## config.mk

```make
export PLATFORM = sky130hd
export DESIGN_NAME = vid_pkt_router
export DESIGN_NICKNAME = d
export VERILOG_FILES = /design/src/rtl/vid_pkt_router.sv
export SDC_FILE = /design/constraint.sdc
export NUM_CORES = 2
export LEC_CHECK = 0
export ABC_AREA = 0
export ABC_CLOCK_PERIOD_IN_PS = 10200
export BUFFER_PORTS_ARGS = -buffer_cell sky130_fd_sc_hd__buf_2
export CAP_MARGIN = 20
export CORE_MARGIN = 10
export CORE_UTILIZATION = 47
export CTS_BUF_LIST = sky130_fd_sc_hd__clkbuf_4 sky130_fd_sc_hd__clkbuf_8 sky130_fd_sc_hd__clkbuf_16
export DETAILED_ROUTE_END_ITERATION = 16
export SLEW_MARGIN = 10
export SYNTH_ARGS = -nofsm -noshare
export SYNTH_HDL_FRONTEND = slang
export SYNTH_SLANG_ARGS = --single-unit
```

## constraint.sdc

```tcl
create_clock -name clk -period 10.2 [get_ports clk]
set_input_delay 3.06 -clock clk [delete_from_list [all_inputs] [get_ports clk]]
set_output_delay 3.06 -clock clk [all_outputs]
set_load 0.05 [all_outputs]
```

## src/rtl/vid_pkt_router.sv

```systemverilog
// Avalon-ST video ingress router.
// Classifies packets by the header type nibble: video payload goes into a
// show-ahead FIFO, control packets update the frame geometry, and all other
// packet types are discarded and counted. Each video frame's beat count is
// checked against the last good geometry, and a per-frame flow result is
// reported.
module vid_pkt_router #(
   parameter int BITWIDTH          = 32,
   parameter int FIFO_DEPTH        = 16,
   parameter int DEPTH_WIDTH       = 4,
   parameter int ALMOST_FULL_DEPTH = 14,
   parameter int PIXELS_PER_BEAT   = 1
) (
   input  logic                   clk,
   input  logic                   rst,
   input  logic [BITWIDTH-1:0]    sink_data,
   input  logic                   sink_valid,
   input  logic                   sink_sop,
   input  logic                   sink_eop,
   output logic                   sink_ready,
   output logic [BITWIDTH-1:0]    source_data,
   output logic                   source_valid,
   output logic                   source_sop,
   output logic                   source_eop,
   input  logic                   source_ready,
   output logic                   fifo_empty,
   output logic [DEPTH_WIDTH:0]   fifo_level,
   output logic [15:0]            width,
   output logic [15:0]            height,
   output logic [3:0]             interlace,
   output logic                   control_valid,
   output logic                   control_error,
   output logic [2:0]             flow_result,
   output logic                   flow_valid,
   output logic [7:0]             drop_count
);

   localparam int ENTRY_W   = BITWIDTH + 2;
   localparam int PPB_SHIFT = (PIXELS_PER_BEAT == 4) ? 2 : ((PIXELS_PER_BEAT == 2) ? 1 : 0);
   localparam logic [31:0]          PPB_ROUND = 32'(PIXELS_PER_BEAT - 1);
   localparam logic [DEPTH_WIDTH:0] AF_LEVEL  = (DEPTH_WIDTH + 1)'(ALMOST_FULL_DEPTH);
   localparam logic [DEPTH_WIDTH:0] LVL_ONE   = (DEPTH_WIDTH + 1)'(1);
   localparam logic [DEPTH_WIDTH-1:0] PTR_ONE = DEPTH_WIDTH'(1);

   typedef enum logic [1:0] {
      ST_IDLE  = 2'd0,
      ST_VIDEO = 2'd1,
      ST_CTRL  = 2'd2,
      ST_DROP  = 2'd3
   } state_t;

   state_t                 state_r;
   logic [ENTRY_W-1:0]     mem_r [FIFO_DEPTH];
   logic [ENTRY_W-1:0]     head_s;
   logic [DEPTH_WIDTH-1:0] wr_ptr_r;
   logic [DEPTH_WIDTH-1:0] rd_ptr_r;
   logic [DEPTH_WIDTH:0]   level_r;
   logic [DEPTH_WIDTH:0]   level_nxt_s;
   logic                   empty_r;
   logic                   first_r;      // next video payload beat opens the frame
   logic [31:0]            beat_cnt_r;
   logic [31:0]            cnt_after_s;
   logic [31:0]            prod_s;
   logic [31:0]            expected_s;
   logic [2:0]             video_res_s;
   logic [35:0]            shadow_r;     // {width, height, interlace} being assembled
   logic [35:0]            shadow_nxt_s;
   logic [3:0]             ctrl_cnt_r;
   logic [3:0]             ctrl_cnt_nxt_s;
   logic                   geom_valid_r;
   logic                   sink_ready_s;
   logic                   accept_s;
   logic                   push_s;
   logic                   pop_s;

   logic [15:0]            width_r;
   logic [15:0]            height_r;
   logic [3:0]             interlace_r;
   logic                   control_valid_r;
   logic                   control_error_r;
   logic [2:0]             flow_result_r;
   logic                   flow_valid_r;
   logic [7:0]             drop_count_r;

   // Handshake, FIFO level, frame-length check and control nibble assembly.
   always_comb begin
      if (state_r == ST_VIDEO) begin
         sink_ready_s = (level_r < AF_LEVEL);
      end else begin
         sink_ready_s = 1'b1;
      end
      accept_s = sink_valid & sink_ready_s;
      push_s   = accept_s & ~sink_sop & (state_r == ST_VIDEO);
      pop_s    = ~empty_r & source_ready;

      case ({push_s, pop_s})
         2'b10:   level_nxt_s = level_r + LVL_ONE;
         2'b01:   level_nxt_s = level_r - LVL_ONE;
         default: level_nxt_s = level_r;
      endcase

      prod_s      = {16'd0, width_r} * {16'd0, height_r};
      expected_s  = (prod_s + PPB_ROUND) >> PPB_SHIFT;
      cnt_after_s = beat_cnt_r + 32'd1;
      if (!geom_valid_r) begin
         video_res_s = 3'b001;
      end else if (cnt_after_s == expected_s) begin
         video_res_s = 3'b001;
      end else if (cnt_after_s < expected_s) begin
         video_res_s = 3'b010;
      end else begin
         video_res_s = 3'b100;
      end

      // Beats past the ninth payload nibble are ignored.
      if (ctrl_cnt_r < 4'd9) begin
         shadow_nxt_s   = {shadow_r[31:0], sink_data[3:0]};
         ctrl_cnt_nxt_s = ctrl_cnt_r + 4'd1;
      end else begin
         shadow_nxt_s   = shadow_r;
         ctrl_cnt_nxt_s = ctrl_cnt_r;
      end
   end

   // Packet state machine with registered geometry, status and drop count.
   always_ff @(posedge clk or negedge rst) begin
      if (!rst) begin
         state_r         <= ST_IDLE;
         first_r         <= 1'b0;
         beat_cnt_r      <= 32'd0;
         shadow_r        <= 36'd0;
         ctrl_cnt_r      <= 4'd0;
         geom_valid_r    <= 1'b0;
         width_r         <= 16'd0;
         height_r        <= 16'd0;
         interlace_r     <= 4'd0;
         control_valid_r <= 1'b0;
         control_error_r <= 1'b0;
         flow_result_r   <= 3'b000;
         flow_valid_r    <= 1'b0;
         drop_count_r    <= 8'd0;
      end else begin
         control_valid_r <= 1'b0;
         control_error_r <= 1'b0;
         flow_valid_r    <= 1'b0;

         // Payload beats of the packet in progress.
         if (accept_s && !sink_sop) begin
            case (state_r)
               ST_VIDEO: begin
                  beat_cnt_r <= cnt_after_s;
                  first_r    <= 1'b0;
                  if (sink_eop) begin
                     flow_valid_r  <= 1'b1;
                     flow_result_r <= video_res_s;
                     state_r       <= ST_IDLE;
                  end
               end
               ST_CTRL: begin
                  shadow_r   <= shadow_nxt_s;
                  ctrl_cnt_r <= ctrl_cnt_nxt_s;
                  if (sink_eop) begin
                     if (ctrl_cnt_nxt_s == 4'd9) begin
                        width_r         <= shadow_nxt_s[35:20];
                        height_r        <= shadow_nxt_s[19:4];
                        interlace_r     <= shadow_nxt_s[3:0];
                        geom_valid_r    <= 1'b1;
                        control_valid_r <= 1'b1;
                     end else begin
                        control_error_r <= 1'b1;
                     end
                     state_r <= ST_IDLE;
                  end
               end
               ST_DROP: begin
                  if (sink_eop) begin
                     state_r <= ST_IDLE;
                  end
               end
               default: begin
                  // Headerless beats in IDLE are discarded.
                  state_r <= ST_IDLE;
               end
            endcase
         end

         // A header terminates whatever was in progress and is classified now.
         if (accept_s && sink_sop) begin
            if (state_r == ST_VIDEO) begin
               flow_valid_r  <= 1'b1;
               flow_result_r <= 3'b010;
            end
            beat_cnt_r <= 32'd0;
            first_r    <= 1'b1;
            ctrl_cnt_r <= 4'd0;
            case (sink_data[3:0])
               4'h0: begin
                  if (sink_eop) begin
                     flow_valid_r  <= 1'b1;
                     flow_result_r <= 3'b010;
                     state_r       <= ST_IDLE;
                  end else begin
                     state_r <= ST_VIDEO;
                  end
               end
               4'hF: begin
                  if (sink_eop) begin
                     control_error_r <= 1'b1;
                     state_r         <= ST_IDLE;
                  end else begin
                     state_r <= ST_CTRL;
                  end
               end
               default: begin
                  if (drop_count_r != 8'hFF) begin
                     drop_count_r <= drop_count_r + 8'd1;
                  end
                  state_r <= sink_eop ? ST_IDLE : ST_DROP;
               end
            endcase
         end
      end
   end

   // FIFO pointers and occupancy.
   always_ff @(posedge clk or negedge rst) begin
      if (!rst) begin
         wr_ptr_r <= '0;
         rd_ptr_r <= '0;
         level_r  <= '0;
         empty_r  <= 1'b1;
      end else begin
         if (push_s) begin
            wr_ptr_r <= wr_ptr_r + PTR_ONE;
         end
         if (pop_s) begin
            rd_ptr_r <= rd_ptr_r + PTR_ONE;
         end
         level_r <= level_nxt_s;
         empty_r <= (level_nxt_s == '0);
      end
   end

   // FIFO storage: each entry is {eop, sop, data}.
   always_ff @(posedge clk) begin
      if (push_s) begin
         mem_r[wr_ptr_r] <= {sink_eop, first_r, sink_data};
      end
   end

   assign head_s        = mem_r[rd_ptr_r];
   assign sink_ready    = sink_ready_s;
   assign source_valid  = ~empty_r;
   assign source_data   = empty_r ? '0   : head_s[BITWIDTH-1:0];
   assign source_sop    = empty_r ? 1'b0 : head_s[BITWIDTH];
   assign source_eop    = empty_r ? 1'b0 : head_s[BITWIDTH+1];
   assign fifo_empty    = empty_r;
   assign fifo_level    = level_r;
   assign width         = width_r;
   assign height        = height_r;
   assign interlace     = interlace_r;
   assign control_valid = control_valid_r;
   assign control_error = control_error_r;
   assign flow_result   = flow_result_r;
   assign flow_valid    = flow_valid_r;
   assign drop_count    = drop_count_r;

endmodule

```

==> Word level (Yosys, flattened, before mapping) <==
Memories as Yosys holds them, arrays and structs flattened.
Index checks and enable logic that the tools add are counted.
{ "op_classes": {"multipliers": 1, "n_lt_le_gt_ge": 3, "bitwise_logic": 7, "mux": 54, "reduce_logical": 16, "add_sub_neg": 7, "eq_ne": 10} }
{ "op_table": {"columns": ["op", "n"], "rows": [
  ["$mux W32", 4],
  ["$mux W36", 1],
  ["$add A32 B1 Y32 const B", 1],
  ["$eq A32 B32 Y1", 1],
  ["$lt A32 B32 Y1", 1],
  ["$mul A16 B16 Y32", 1],
  ["$mux W3", 10],
  ["$mux W1", 27],
  ["$mux W4", 4],
  ["$add A4 B1 Y4 const B", 3],
  ["$mux W2", 6],
  ["$pmux W5 S2", 1],
  ["$add A8 B1 Y8 const B", 1],
  ["$eq A4 B4 Y1 const B", 2],
  ["$ne A8 B8 Y1 const B", 1],
  ["$reduce_and A2 Y1", 4],
  ["$eq A2 B2 Y1 const B", 3],
  ["$reduce_bool A2 Y1", 3],
  ["$add A5 B1 Y5 const B", 1],
  ["$logic_not A5 Y1", 1],
  ["$lt A5 B4 Y1 const B", 1],
  ["$sub A5 B1 Y5 const B", 1],
  ["$and A1 B1 Y1", 4],
  ["$eq A2 B1 Y1 const B", 2],
  ["other kinds (11)", 14]
]} }
{ "totals": {"ramBits": 544, "in_bits": 38, "out_inout_bits": 92, "ff_bits": 140, "n_memories": 1} }
{ "memory_table": {"columns": ["name", "depth", "word_bits", "read_ports", "rd_ports_with_merged_regs", "write_ports", "line_no", "source"], "rows": [
  ["mem_r", 16, 34, 1, 0, 1, "53", "logic [ENTRY_W-1:0] mem_r [FIFO_DEPTH];"]
]} }

==> Depth between registers and ports, before layout <==
{ "logic_depth": {"word_depth": 12, "ltp_mapped": 30} }

==> Worst setup path after synthesis <==
OpenSTA, ideal clock, no wires.
{ "synth_timing": {"path_kind": "register -> register", "startpoint": "reg height_r[8], in the netlist height[8]", "endpoint": "reg (tool-made name)", "t_arrival_ps": 7045, "required_ps": 10067, "stages_incl_launch_ff": 30, "path_slack_ps": 3023, "path_cell_list": "dfrtp_1 clkbuf_1 clkbuf_1 nand2_1 fa_1 inv_1 fa_1 inv_1 fa_1 inv_1 fa_1 fa_1 inv_1 fa_1 inv_1 ha_1 clkbuf_1 nand2_1 nor4bb_1 o31ai_1 a311oi_1 a311o_1 a21oi_1 xnor2_1 ha_1 nand4_1 nor4_1 a21oi_1 a21oi_1 a311oi_1"} }
{ "synth_lines": {"columns": ["element", "line_no", "source"], "rows": [
  ["start, declared", "77", "logic [15:0] height_r;"],
  ["start signal, assigned", "165", "height_r <= shadow_nxt_s[19:4];"]
]} }

==> flow_metrics.env <==
export IMPL_min_period_ps=7580
export IMPL_die_area_um2=89700
export IMPL_fin_tns_setup_ps=0
export IMPL_fmax_ghz=0.132
export IMPL_cts_buffers=77
export IMPL_async_flop_share_pct=20.5
export IMPL_coreArea_um2=77500
export IMPL_clk_pin_slew_ps=60
export IMPL_ir_drop_mv=0.253
export IMPL_critical_path_max_stage_delay_ps=840
export IMPL_ant_nets=0
export IMPL_num_rows=102
export IMPL_io_pins=130
export IMPL_rsz0062_at_grt="no"
export IMPL_track_usage_pct=19.3
export IMPL_gp_congestion=0.859
export IMPL_final_max_slew_violation_count=0
export IMPL_finalInstanceArea_um2=41200
export IMPL_drc=0
export IMPL_detail_route_vias_per_cell=5.55
export IMPL_die_h_um=300
export IMPL_place_ws_ps=2760
export IMPL_endpoint_kind="flop"
export IMPL_yosys_cell_count_top_type="edfxtp_1"
export IMPL_synth_top_area_share_pct=44.5
export IMPL_gr_total_overflow=0
export IMPL_cts_tree="built"
export IMPL_hold_viol=0
export IMPL_cp_common_cell="fa_1"
export IMPL_drive_gt1_share_pct=19.6
export IMPL_fin_ws_ps=2620
export IMPL_wl_per_cell_um=22.6
export IMPL_status="completed"
export IMPL_antenna_found_initial=2
export IMPL_fillerInstances=6412
export IMPL_ys_warnings_count=0
export IMPL_power_density_nw_per_um2=221
export IMPL_syn_inst=2543
export IMPL_grt_max_degree=101
export IMPL_post_route_period_util_pct=74.3
export IMPL_synth_edf_count=544
export IMPL_nets=3036
export IMPL_place_area_um2=38500
export IMPL_portBuffers=129
export IMPL_root_buffer="clkbuf_16"
export IMPL_first_global_vias=22731
export IMPL_finalSetupViolCount=0
export IMPL_max_cap_viol_count=0
export IMPL_cp_data_required_time_ps=10770
export IMPL_start_kind="flop"
export IMPL_critPathKind="reg -> reg"
export IMPL_postCtsSetupBuffers=0
export IMPL_syn_area_um2=36700
export IMPL_seq_area_frac_synth_pct=54.0
export IMPL_arrival_ps=8160
export IMPL_synth_area_top_cells="edfxtp_1 (44%), fa_1 (11%), mux4_2 (10%), dfrtp_1 (9.5%), ha_1 (5.1%)"
export IMPL_cp_buffers_inverters=3
export IMPL_cts_max_level=3
export IMPL_worst_slew_pin_slew_ps=1000
export IMPL_area_delta_synth_final_pct=12.1
export IMPL_postCtsHoldBufs=0
export IMPL_yosys_most_used_dff="edfxtp_1"
export IMPL_yosys_register_bits=684
export IMPL_yosysUniqueCellTypes=64
export IMPL_syn_nets=2925
export IMPL_wirelength_um=85000
export IMPL_clockBufferDepth=3
export IMPL_grt_first_pass_wirelength_um=134000
export IMPL_synth_common_cells="edfxtp_1 (544), inv_1 (249), nand2_1 (209), fa_1 (195), mux4_2 (170)"
export IMPL_cp_slowest_cell="dfrtp_1"
export IMPL_vias=20860
export IMPL_fin_worst_skew_ps=61.7
export IMPL_numClockSinks=684
export IMPL_insertion_delay_ps=640
export IMPL_p_leak_nw=16.4
export IMPL_cpLargestDelayFamily="adder cells"
export IMPL_synth_top_cell_by_area="edfxtp_1"
export IMPL_drtIter0Drc=1523
export IMPL_dp_hpwl_um=53400
export IMPL_hp_class="reg -> reg"
export IMPL_crit_fanout=18
export IMPL_power_mw=9.10
export IMPL_syn_avg_cell_area_um2=14.4
export IMPL_cts_resized_gates=0
export IMPL_die_w_um=300
export IMPL_start_util_pct=47.4
export IMPL_slew_headroom_pct=33.3
export IMPL_dr_pass1_iters=5
[final timing paths]
check	start	end	slack, ps	cells past startpoint
min in group asynchronous	rst	width[14]$_DFFE_PN0P_	2410	1
max in group asynchronous	rst	shadow_r[0]$_DFFE_PN0P_	6340	2
hold reg to reg	geom_valid_r$_DFFE_PN0P_	geom_valid_r$_DFFE_PN0P_	480	1
setup / recovery	height[1]$_DFFE_PN0P_	flop	2620	25
setup reg to reg	height[1]$_DFFE_PN0P_	flop	2620	25
hold / removal	geom_valid_r$_DFFE_PN0P_	geom_valid_r$_DFFE_PN0P_	480	1
[per-stage QoR]
step / hold slack [ps] / instances / util (%)
floorplan: 440 / 2543 / -
global placement: 462 / 3615 / 49.7
detailed placement: 468 / 3615 / 49.7
CTS: 486 / 3756 / 53.1
global route: 502 / 3756 / 53.1
finish: 484 / 3761 / 53.1
[flip-flops by register name, indices dropped and copies added (netlist names), named ones only]
signal         cells
control_error      1
fifo_level         5
geom_valid_r       1
interlace          4
fifo_empty         1
ctrl_cnt_r         4
mem_r            544
first_r            1
height            16
shadow_r          36
width             16
wr_ptr_r           4
beat_cnt_r        32
flow_valid         1
state_r            2
rd_ptr_r           4
control_valid      1
drop_count         8
flow_result        1
[logic make-up (layout without fill, tap and decap cells)]
kind of cell | Yosys count | in the layout | share of synthesized area (%)
muxes | 246 | 246 | 12.6
and+or+nand+nor | 565 | 565 | 7.66
AOI/OAI and AO/OA | 239 | 239 | 3.85
xor gates and xnor gates | 88 | 88 | 2.10
adders and majority gates | 344 | 344 | 15.7
DFF | 684 | 684 | 54.0
buffers and inverters | 377 | 550 | 4.03
other | 0 | 5 | 0
[routing by layer]
| metal | vias to the layer above | wire length, um | global-route usage (%) |
|---|---|---|---|
| li1 | 9319 | - | - |
| met1 | 10927 | 34900 | 24.7 |
| met2 | 481 | 44000 | 34.0 |
| met3 | 133 | 4120 | 2.75 |
| met4 | 0 | 1980 | 5.51 |
| met5 | - | 0 | 0 |
[cell type report]
| class | count | area, um2 | area share (%) |
|---|---|---|---|
| Tap cell | 1040 | 1300 | 3.16 |
| Multi-Input combinational cell | 1482 | 15500 | 37.7 |
| Sequential cell | 684 | 19900 | 48.2 |
| Inverter | 250 | 938 | 2.28 |
| Clock buffer | 96 | 2090 | 5.07 |
| Timing Repair Buffer | 159 | 890 | 2.16 |
| Clock inverter | 45 | 551 | 1.34 |
| Antenna cell | 5 | 12.5 | 0.0304 |
[power breakdown]
part,internal (mW),switching (mW)
Clock,1.68,1.14
Sequential,3.15,0.353
Combinational,1.12,1.66
Total,5.95,3.15
[layout by cell type (no fill, tap or decap), drive strengths merged, types with 4 or more instances in the layout]
master / instances
edfxtp: 544
ha: 149
and3: 11
nor3: 13
dfrtp: 139
mux4: 170
nor2b: 9
nand2b: 6
diode: 5
nand2: 209
a21oi: 95
a31oi: 7
clkinv: 29
inv: 257
bufinv: 8
fa: 195
mux2i: 38
o21ai: 61
buf: 159
o211ai: 4
xnor2: 59
nand3: 26
xor2: 29
a21o: 27
o31ai: 17
clkbuf: 96
nand4: 22
and2: 162
mux2: 38
nor2: 85
a211oi: 4
nor4: 6
(Power assumes the default switching activity.)
